**config.mk**
```make
export PLATFORM = sky130hd
export DESIGN_NAME = mult_pipe_hs_flat
export DESIGN_NICKNAME = d
export VERILOG_FILES = /design/src/rtl/mult_pipe_hs_if.sv /design/src/rtl/mult_pipe_hs.sv /design/src/flat_wrapper.sv
export SDC_FILE = /design/constraint.sdc
export NUM_CORES = 1
export LEC_CHECK = 0
export ABC_AREA = 1
export CORE_AREA = 3 3 131 133
export DETAILED_ROUTE_END_ITERATION = 8
export DIE_AREA = 0 0 134 136
export GPL_ROUTABILITY_DRIVEN = 0
export GPL_TIMING_DRIVEN = 0
export SLEW_MARGIN = 20
export SYNTH_ARGS = -nofsm -noshare
export SYNTH_HDL_FRONTEND = slang
export SYNTH_SLANG_ARGS = --single-unit
```
**constraint.sdc**
```tcl
create_clock -name clk -period 4.4 [get_ports clk]
set_input_delay 0.88 -clock clk [delete_from_list [all_inputs] [get_ports clk]]
set_output_delay 0.88 -clock clk [all_outputs]
set_load 0.05 [all_outputs]
```
**src/rtl/mult_pipe_hs_if.sv**
```systemverilog
`default_nettype none
// =============================================================================
// mult_pipe_hs_if : operand/result handshake bundle for mult_pipe_hs
// Revision: 1.0
// =============================================================================
interface mult_pipe_hs_if #(
    parameter int WIDTH = 8,
    parameter int TAG_W = 4
);
    logic                 in_valid;
    logic                 in_ready;
    logic                 in_signed;
    logic [WIDTH-1:0]     in_a;
    logic [WIDTH-1:0]     in_b;
    logic [TAG_W-1:0]     in_tag;
    logic                 out_valid;
    logic                 out_ready;
    logic [2*WIDTH-1:0]   out_product;
    logic [TAG_W-1:0]     out_tag;

    // master = producer/consumer harness, slave = the multiplier
    modport master (
        output in_valid, in_signed, in_a, in_b, in_tag, out_ready,
        input  in_ready, out_valid, out_product, out_tag
    );

    modport slave (
        input  in_valid, in_signed, in_a, in_b, in_tag, out_ready,
        output in_ready, out_valid, out_product, out_tag
    );
endinterface
`default_nettype wire

```
**src/rtl/mult_pipe_hs.sv**
```systemverilog
`default_nettype none
// =============================================================================
// mult_pipe_hs : pipelined signed/unsigned multiplier with valid/ready and flush
// Revision: 1.0
// =============================================================================
module mult_pipe_hs #(
    parameter int WIDTH  = 8,
    parameter int STAGES = 3,
    parameter int TAG_W  = 4
) (
    input  logic          clk,
    input  logic          rst_n,
    input  logic          flush,
    mult_pipe_hs_if.slave bus
);
    localparam int c_PW = 2 * WIDTH;

    logic               w_stall;
    logic               w_in_ready;
    logic               w_accept;
    logic [c_PW-1:0]    w_a_ext;
    logic [c_PW-1:0]    w_b_ext;
    logic [c_PW-1:0]    w_prod;

    logic               r_s1_valid;
    logic               r_s1_signed;
    logic [WIDTH-1:0]   r_s1_a;
    logic [WIDTH-1:0]   r_s1_b;
    logic [TAG_W-1:0]   r_s1_tag;

    logic [STAGES:2]    r_valid;
    logic [c_PW-1:0]    r_prod [2:STAGES];
    logic [TAG_W-1:0]   r_tag  [2:STAGES];

    assign w_stall    = r_valid[STAGES] && !bus.out_ready;
    assign w_in_ready = !w_stall && !flush;
    assign w_accept   = bus.in_valid && w_in_ready;

    // Low 2*WIDTH bits of the extended product are exact in both modes
    assign w_a_ext = {{WIDTH{r_s1_signed & r_s1_a[WIDTH-1]}}, r_s1_a};
    assign w_b_ext = {{WIDTH{r_s1_signed & r_s1_b[WIDTH-1]}}, r_s1_b};
    assign w_prod  = w_a_ext * w_b_ext;

    always_ff @(posedge clk or negedge rst_n) begin
        if (!rst_n) begin
            r_s1_valid  <= 1'b0;
            r_s1_signed <= 1'b0;
            r_s1_a      <= '0;
            r_s1_b      <= '0;
            r_s1_tag    <= '0;
            r_valid     <= '0;
            for (int k = 2; k <= STAGES; k++) begin
                r_prod[k] <= '0;
                r_tag[k]  <= '0;
            end
        end else begin
            // Flush kills valid bits only; stale data behind them is harmless
            if (flush) begin
                r_s1_valid <= 1'b0;
                r_valid    <= '0;
            end else if (!w_stall) begin
                r_s1_valid <= w_accept;
                r_valid[2] <= r_s1_valid;
                for (int k = 3; k <= STAGES; k++) begin
                    r_valid[k] <= r_valid[k-1];
                end
            end

            if (!w_stall) begin
                if (w_accept) begin
                    r_s1_signed <= bus.in_signed;
                    r_s1_a      <= bus.in_a;
                    r_s1_b      <= bus.in_b;
                    r_s1_tag    <= bus.in_tag;
                end
                r_prod[2] <= w_prod;
                r_tag[2]  <= r_s1_tag;
                for (int k = 3; k <= STAGES; k++) begin
                    r_prod[k] <= r_prod[k-1];
                    r_tag[k]  <= r_tag[k-1];
                end
            end
        end
    end

    assign bus.in_ready    = w_in_ready;
    assign bus.out_valid   = r_valid[STAGES];
    assign bus.out_product = r_prod[STAGES];
    assign bus.out_tag     = r_tag[STAGES];

endmodule
`default_nettype wire

```
**src/flat_wrapper.sv**
```systemverilog
// flat-port wrapper written by rule: the top's interface ports become plain ports
module mult_pipe_hs_flat 
#(
    parameter int WIDTH  = 8,
    parameter int STAGES = 3,
    parameter int TAG_W  = 4
)
  (clk, rst_n, flush, bus_in_valid, bus_in_signed, bus_in_a, bus_in_b, bus_in_tag, bus_out_ready, bus_in_ready, bus_out_valid, bus_out_product, bus_out_tag);
  mult_pipe_hs_if #(.WIDTH(WIDTH), .TAG_W(TAG_W)) bus_i ();
  input  logic clk;
  input  logic rst_n;
  input  logic flush;
  input wire logic [$bits(bus_i.in_valid)-1:0] bus_in_valid;
  input wire logic [$bits(bus_i.in_signed)-1:0] bus_in_signed;
  input wire logic [$bits(bus_i.in_a)-1:0] bus_in_a;
  input wire logic [$bits(bus_i.in_b)-1:0] bus_in_b;
  input wire logic [$bits(bus_i.in_tag)-1:0] bus_in_tag;
  input wire logic [$bits(bus_i.out_ready)-1:0] bus_out_ready;
  output wire logic [$bits(bus_i.in_ready)-1:0] bus_in_ready;
  output wire logic [$bits(bus_i.out_valid)-1:0] bus_out_valid;
  output wire logic [$bits(bus_i.out_product)-1:0] bus_out_product;
  output wire logic [$bits(bus_i.out_tag)-1:0] bus_out_tag;
  assign bus_i.in_valid = bus_in_valid;
  assign bus_i.in_signed = bus_in_signed;
  assign bus_i.in_a = bus_in_a;
  assign bus_i.in_b = bus_in_b;
  assign bus_i.in_tag = bus_in_tag;
  assign bus_i.out_ready = bus_out_ready;
  assign bus_in_ready = bus_i.in_ready;
  assign bus_out_valid = bus_i.out_valid;
  assign bus_out_product = bus_i.out_product;
  assign bus_out_tag = bus_i.out_tag;
  mult_pipe_hs #(.WIDTH(WIDTH), .STAGES(STAGES), .TAG_W(TAG_W)) u_core (.clk(clk), .rst_n(rst_n), .flush(flush), .bus(bus_i));
endmodule
```
# Word-level counts from Yosys, hierarchy flattened

Index checks and enable logic that the tools add are counted.

$mul: 1
Eq/ne operators: 1
Mux-type cells: 4
Bitwise operators: 3
Reductions and logical operators: 7

Operator list:

| operator             | number |
|---|---|
| $mul A9 B9 Y16       | 1 |
| $mux W2              | 2 |
| $logic_and A1 B1 Y1  | 3 |
| $logic_not A1 Y1     | 3 |
| $and A1 B1 Y1        | 2 |
| $mux W1              | 2 |
| $ne A2 B2 Y1 const B | 1 |
| $reduce_and A2 Y1    | 1 |
| $not A1 Y1           | 1 |

Register bits: 64
Output and inout bits: 22
Logic and storage cells: 26

# Longest topological paths before layout

Word-level depth: 7
Gate-level depth with buffers: 22

# Worst setup path before layout

Ideal clock, no wire load.

Kind: reg2reg
Start point: reg u_core.r_s1_b[7]
End point: reg u_core.r_prod[27] (netlist name)
Data arrival time: 4.548 ns
Required time: 4.318 ns
Path slack: -0.230 ns
Stages on the path, launching flop included: 20
Period minus slack after synthesis: 4.630 ns
Cell sequence: dfrtp_1 -> buf_4 -> nand2_1 -> or2_2 -> fa_1 -> fa_1 -> inv_1 -> fa_1 -> fa_1 -> inv_1 -> fa_1 -> inv_1 -> ha_1 -> a21oi_1 -> nand2_1 -> nand2_1 -> nand2_1 -> nand2_1 -> nand3_1 -> a31oi_1

Cells in the longest elaborated chain, start to end: 2

Ends and longest elaborated chain:

| item                          | RTL line           | text |
|---|---|---|
| start, declared               | mult_pipe_hs.sv:28 | `logic [WIDTH-1:0] r_s1_b;` |
| start signal, assigned        | mult_pipe_hs.sv:73 | `r_s1_b <= bus.in_b;` |
| $and A1 B1 Y1                 | mult_pipe_hs.sv:41 | `assign w_b_ext = {{WIDTH{r_s1_signed & r_s1_b[WIDTH-1]}}, r_s1_b};` |
| $mul A9 B9 Y16 *              | mult_pipe_hs.sv:42 | `assign w_prod = w_a_ext * w_b_ext;` |
| end signal, assigned by index | mult_pipe_hs.sv:79 | `r_prod[k] <= r_prod[k-1];` |
| end, declared                 | mult_pipe_hs.sv:32 | `logic [c_PW-1:0] r_prod [2:STAGES];` |

Every way passes the cells marked *; elsewhere a longest branch is shown, timed or not.
A chain may end at the register's enable or synchronous reset.

# Final worst setup path

Start point: reg u_core.r_s1_signed
End point: reg u_core.r_prod[30] (netlist name)

Cells in the longest elaborated chain, start to end: 2

Ends and longest elaborated chain:

| item                                    | RTL line                               | text |
|---|---|---|
| start, declared                         | mult_pipe_hs.sv:26                     | `logic r_s1_signed;` |
| start signal, assigned                  | mult_pipe_hs.sv:71                     | `r_s1_signed <= bus.in_signed;` |
| $and A1 B1 Y1, on equally long branches | mult_pipe_hs.sv:40, mult_pipe_hs.sv:41 |  |
| $mul A9 B9 Y16 *                        | mult_pipe_hs.sv:42                     |  |

Marks and branches as above.

==> run_results.csv <==
group,metric,value,unit
flow_run,drv_cap,0,
grt,overflow,0,
detailed_routing,firstDrtPassIters,4,
timing,finalSetupViolCount,3,
timing,tns,-0.06135,ns
synth,synth_top_area_cell,"dfrtp_1",
die,initial_core_util,35.28,%
timing,period_share,101.1,%
cells_and_area,num-fill-cells,1610,
clock_network,cts_buffers,9,
grt,grt_pass1_wl,20430,um
die,fp.dieH,136,um
critical_path,cp.arrival,4.65,ns
detailed_routing,drc,0,
critical_path,critical-path-max-stage-delay,0.57,ns
critical_path,crit_chain,"nand2_4 > inv_4 > nand2_4 > fa_1 > inv_1 > fa_1 > fa_1 > fa_1 > inv_2 > fa_1 > inv_2 > ha_4 > nand2_4 > nor2_1 > nand3_1 > nand3_1 > nand2_1 > nand3_1 > o21ai_1",
timing,maxSlewViolCount,0,
critical_path,critical_path_class,"reg -> reg",
detailed_routing,wl,11900,um
detailed_routing,detail_route.wl_per_cell,12.46,um
timing,maxSlewHeadroom,66.07,%
die,core,15940,sq um
place,place_hpwl,8892,um
cells_and_area,drive_above_1_share,22.60,%
grt,grt_usage,14.18,%
timing,period_needed,4.447,ns
synth,synth_area_leaders,"dfrtp_1, fa_1, nand2_1",
critical_path,crit_top_cell,"fa_1",
die,num_rows,46,
run_status,violations,"negative setup slack",
place,numPortBuffers,47,
synth,synth_top_area_share,28.48,%
critical_path,critPathLaunchType,"flop",
timing,fmax,0.2249,GHz
detailed_routing,avgViaCountPerCell,4.338,
die,dieArea,18220,sq um
synth,synth.distinct_cells,31,
synth,synthesis.area,5624,sq um
critical_path,slowest_stage,"fa_1",
synth,ys_top_cells_by_count,"nand2_1, inv_1, dfrtp_1",
clock_network,htree_levels,3,
clock_network,clock_sinks,64,
die,die_x,134,um
synth,synth_edf_count,0,
synth,synth-async-reset-ratio,100.0,%
run_status,outcome,"finished with violations",
place,placed_area,6431,sq um
synth,yosysMostFrequentCell,"nand2_1",
critical_path,cp.required,4.60,ns
timing,finalClockSkew,0.008155,ns
synth,ys_ff_latch,64,
detailed_routing,drtIter0Drc,133,
synth,avgSynthCellArea,8.470,sq um
timing,rsz0062_at_grt,"true",
timing,final.setup.worst_slack,-0.04693,ns
min_path,hp-class,"in -> async",
detailed_routing,ant_nets,0,
timing,hold_viol,0,
timing,holdWs,0.3997,ns
clock_network,cts_buffer_depth,2,
synth,synthCells,664,
clock_network,clkLatencyLatePin,0.34,ns
clock_network,cts_tree,"built",
grt,grt_util_met3,3.738,%
clock_network,clk_transition_reported_paths,0.06,ns
detailed_routing,vias,4143,
grt,grt_pass1_vias,4241,
critical_path,crit_path_end_kind,"flop",
synth,ys.flop_type,"dfrtp_1",
synth,yosysSeqAreaShare,28.48,%
grt,busiest_layer,"met2",
timing,worstMarginPinSlew,0.5073,ns
critical_path,reg2reg_depth,19,
cells_and_area,antenna_cells,0,
clock_network,clock-root-buffer,"clkbuf_16",
synth,yosys_warnings,0,
die,io_pins,48,
critical_path,cp_max_fo,5,
grt,grt.met1_usage,17.97,%
grt,antenna_found_initial,0,
cells_and_area,area_growth,27.30,%
synth,synth_nets,786,
grt,grtUsageMet2,24.26,%
grt,grt_start_max_net_pins,52,
cells_and_area,design_area,7159,sq um
cells_and_area,nNetsFinal,857,
-- per-stage QoR --
stage               setup slack (ns)  util, %  cells
finish                      -0.04693    44.91    955
global route                 -0.2006    44.91    955
CTS                        -0.007386    43.55    946
detailed placement           -0.4781    40.34    928
global placement             -0.4514    40.18    927
floorplan                    0.02939        -    664
-- cell type report --
class | count | area, sq um | area share [%]
plain buffers | 33 | 241.5 | 3.373
clock buffers | 10 | 229.0 | 3.198
clock inverters | 5 | 35.03 | 0.4893
inverters | 161 | 606.8 | 8.476
multi-input cells | 393 | 3460 | 48.32
flip-flops and latches | 64 | 1618 | 22.60
well taps | 216 | 270.3 | 3.775
repair buffers | 73 | 699.4 | 9.769
-- critical path, delay by kind of cell (launching register included) --
kind                       cells  cell delay, ns
buffers and inverters          4            0.23
and+or+nand+nor                8            0.68
AOI/OAI and AO/OA              1            0.06
adders and majority gates      6            2.85
DFF                            1            0.47
-- per-layer routing --
layer	wire length [um]	part of all wire [%]	up-vias
met4	167	1.4	0
met5	0	0	-
met3	587	4.9	12
met1	5403	45	1968
li1	-	-	2076
met2	5741	48	87
-- registers in the layout, indices dropped and copies added, names as in the netlist, 2 cells and up --
signal / cells
u_core.bus.out_product: 16
u_core.r_tag: 4
u_core.r_s1_b: 8
u_core.r_valid: 2
u_core.r_prod: 16
u_core.bus.out_tag: 4
u_core.r_s1_tag: 4
u_core.r_s1_a: 8
-- final timing paths --
check	endpoint	slack, ns	startpoint
max	u_core.r_prod[30]$_DFFE_PN0N_	-0.05	u_core.r_s1_signed$_DFFE_PN0P_
min	u_core.r_s1_tag[0]$_DFFE_PN0P_	0.40	rst_n
max reg2reg	u_core.r_prod[30]$_DFFE_PN0N_	-0.05	u_core.r_s1_signed$_DFFE_PN0P_
min reg2reg	u_core.bus.out_tag[3]$_DFFE_PN0N_	0.47	u_core.r_tag[7]$_DFFE_PN0N_
max in group asynchronous	u_core.r_s1_b[4]$_DFFE_PN0P_	3.47	rst_n
min in group clk	u_core.bus.out_tag[3]$_DFFE_PN0N_	0.47	u_core.r_tag[7]$_DFFE_PN0N_
-- kinds of logic after synthesis --
| kind of cell | share of synthesized area [%] |
|---|---|
| fa+ha+maj | 29.77 |
| mux | 4.472 |
| compound gates | 4.494 |
| flops | 28.48 |
| buf+inv | 15.77 |
| xor+xnor | 0.3115 |
| simple gates | 16.71 |
-- cells in the final DEF, fill, tap and decap left out, types with 14 or more instances in the layout --
cell and instances:
nand2_1 169, inv_1 150, fa_1 59, dfrtp_1 51
clkdlybuf4s50_1 46, buf_4 45, o21ai_0 24, ha_1 19
nor2_1 17, ha_4 14
-- timing repair --
item,4_1_cts,5_1_grt
resized for setup,41,35
pin swaps,21,19
gates cloned,0,0
hold buffers,0,0
buffers inserted,16,9
endpoints found under the setup margin,8,8
Power is left out: the tool's default activity adds up to more than one toggle a clock period on the data nets, which glitch-free logic cannot reach.
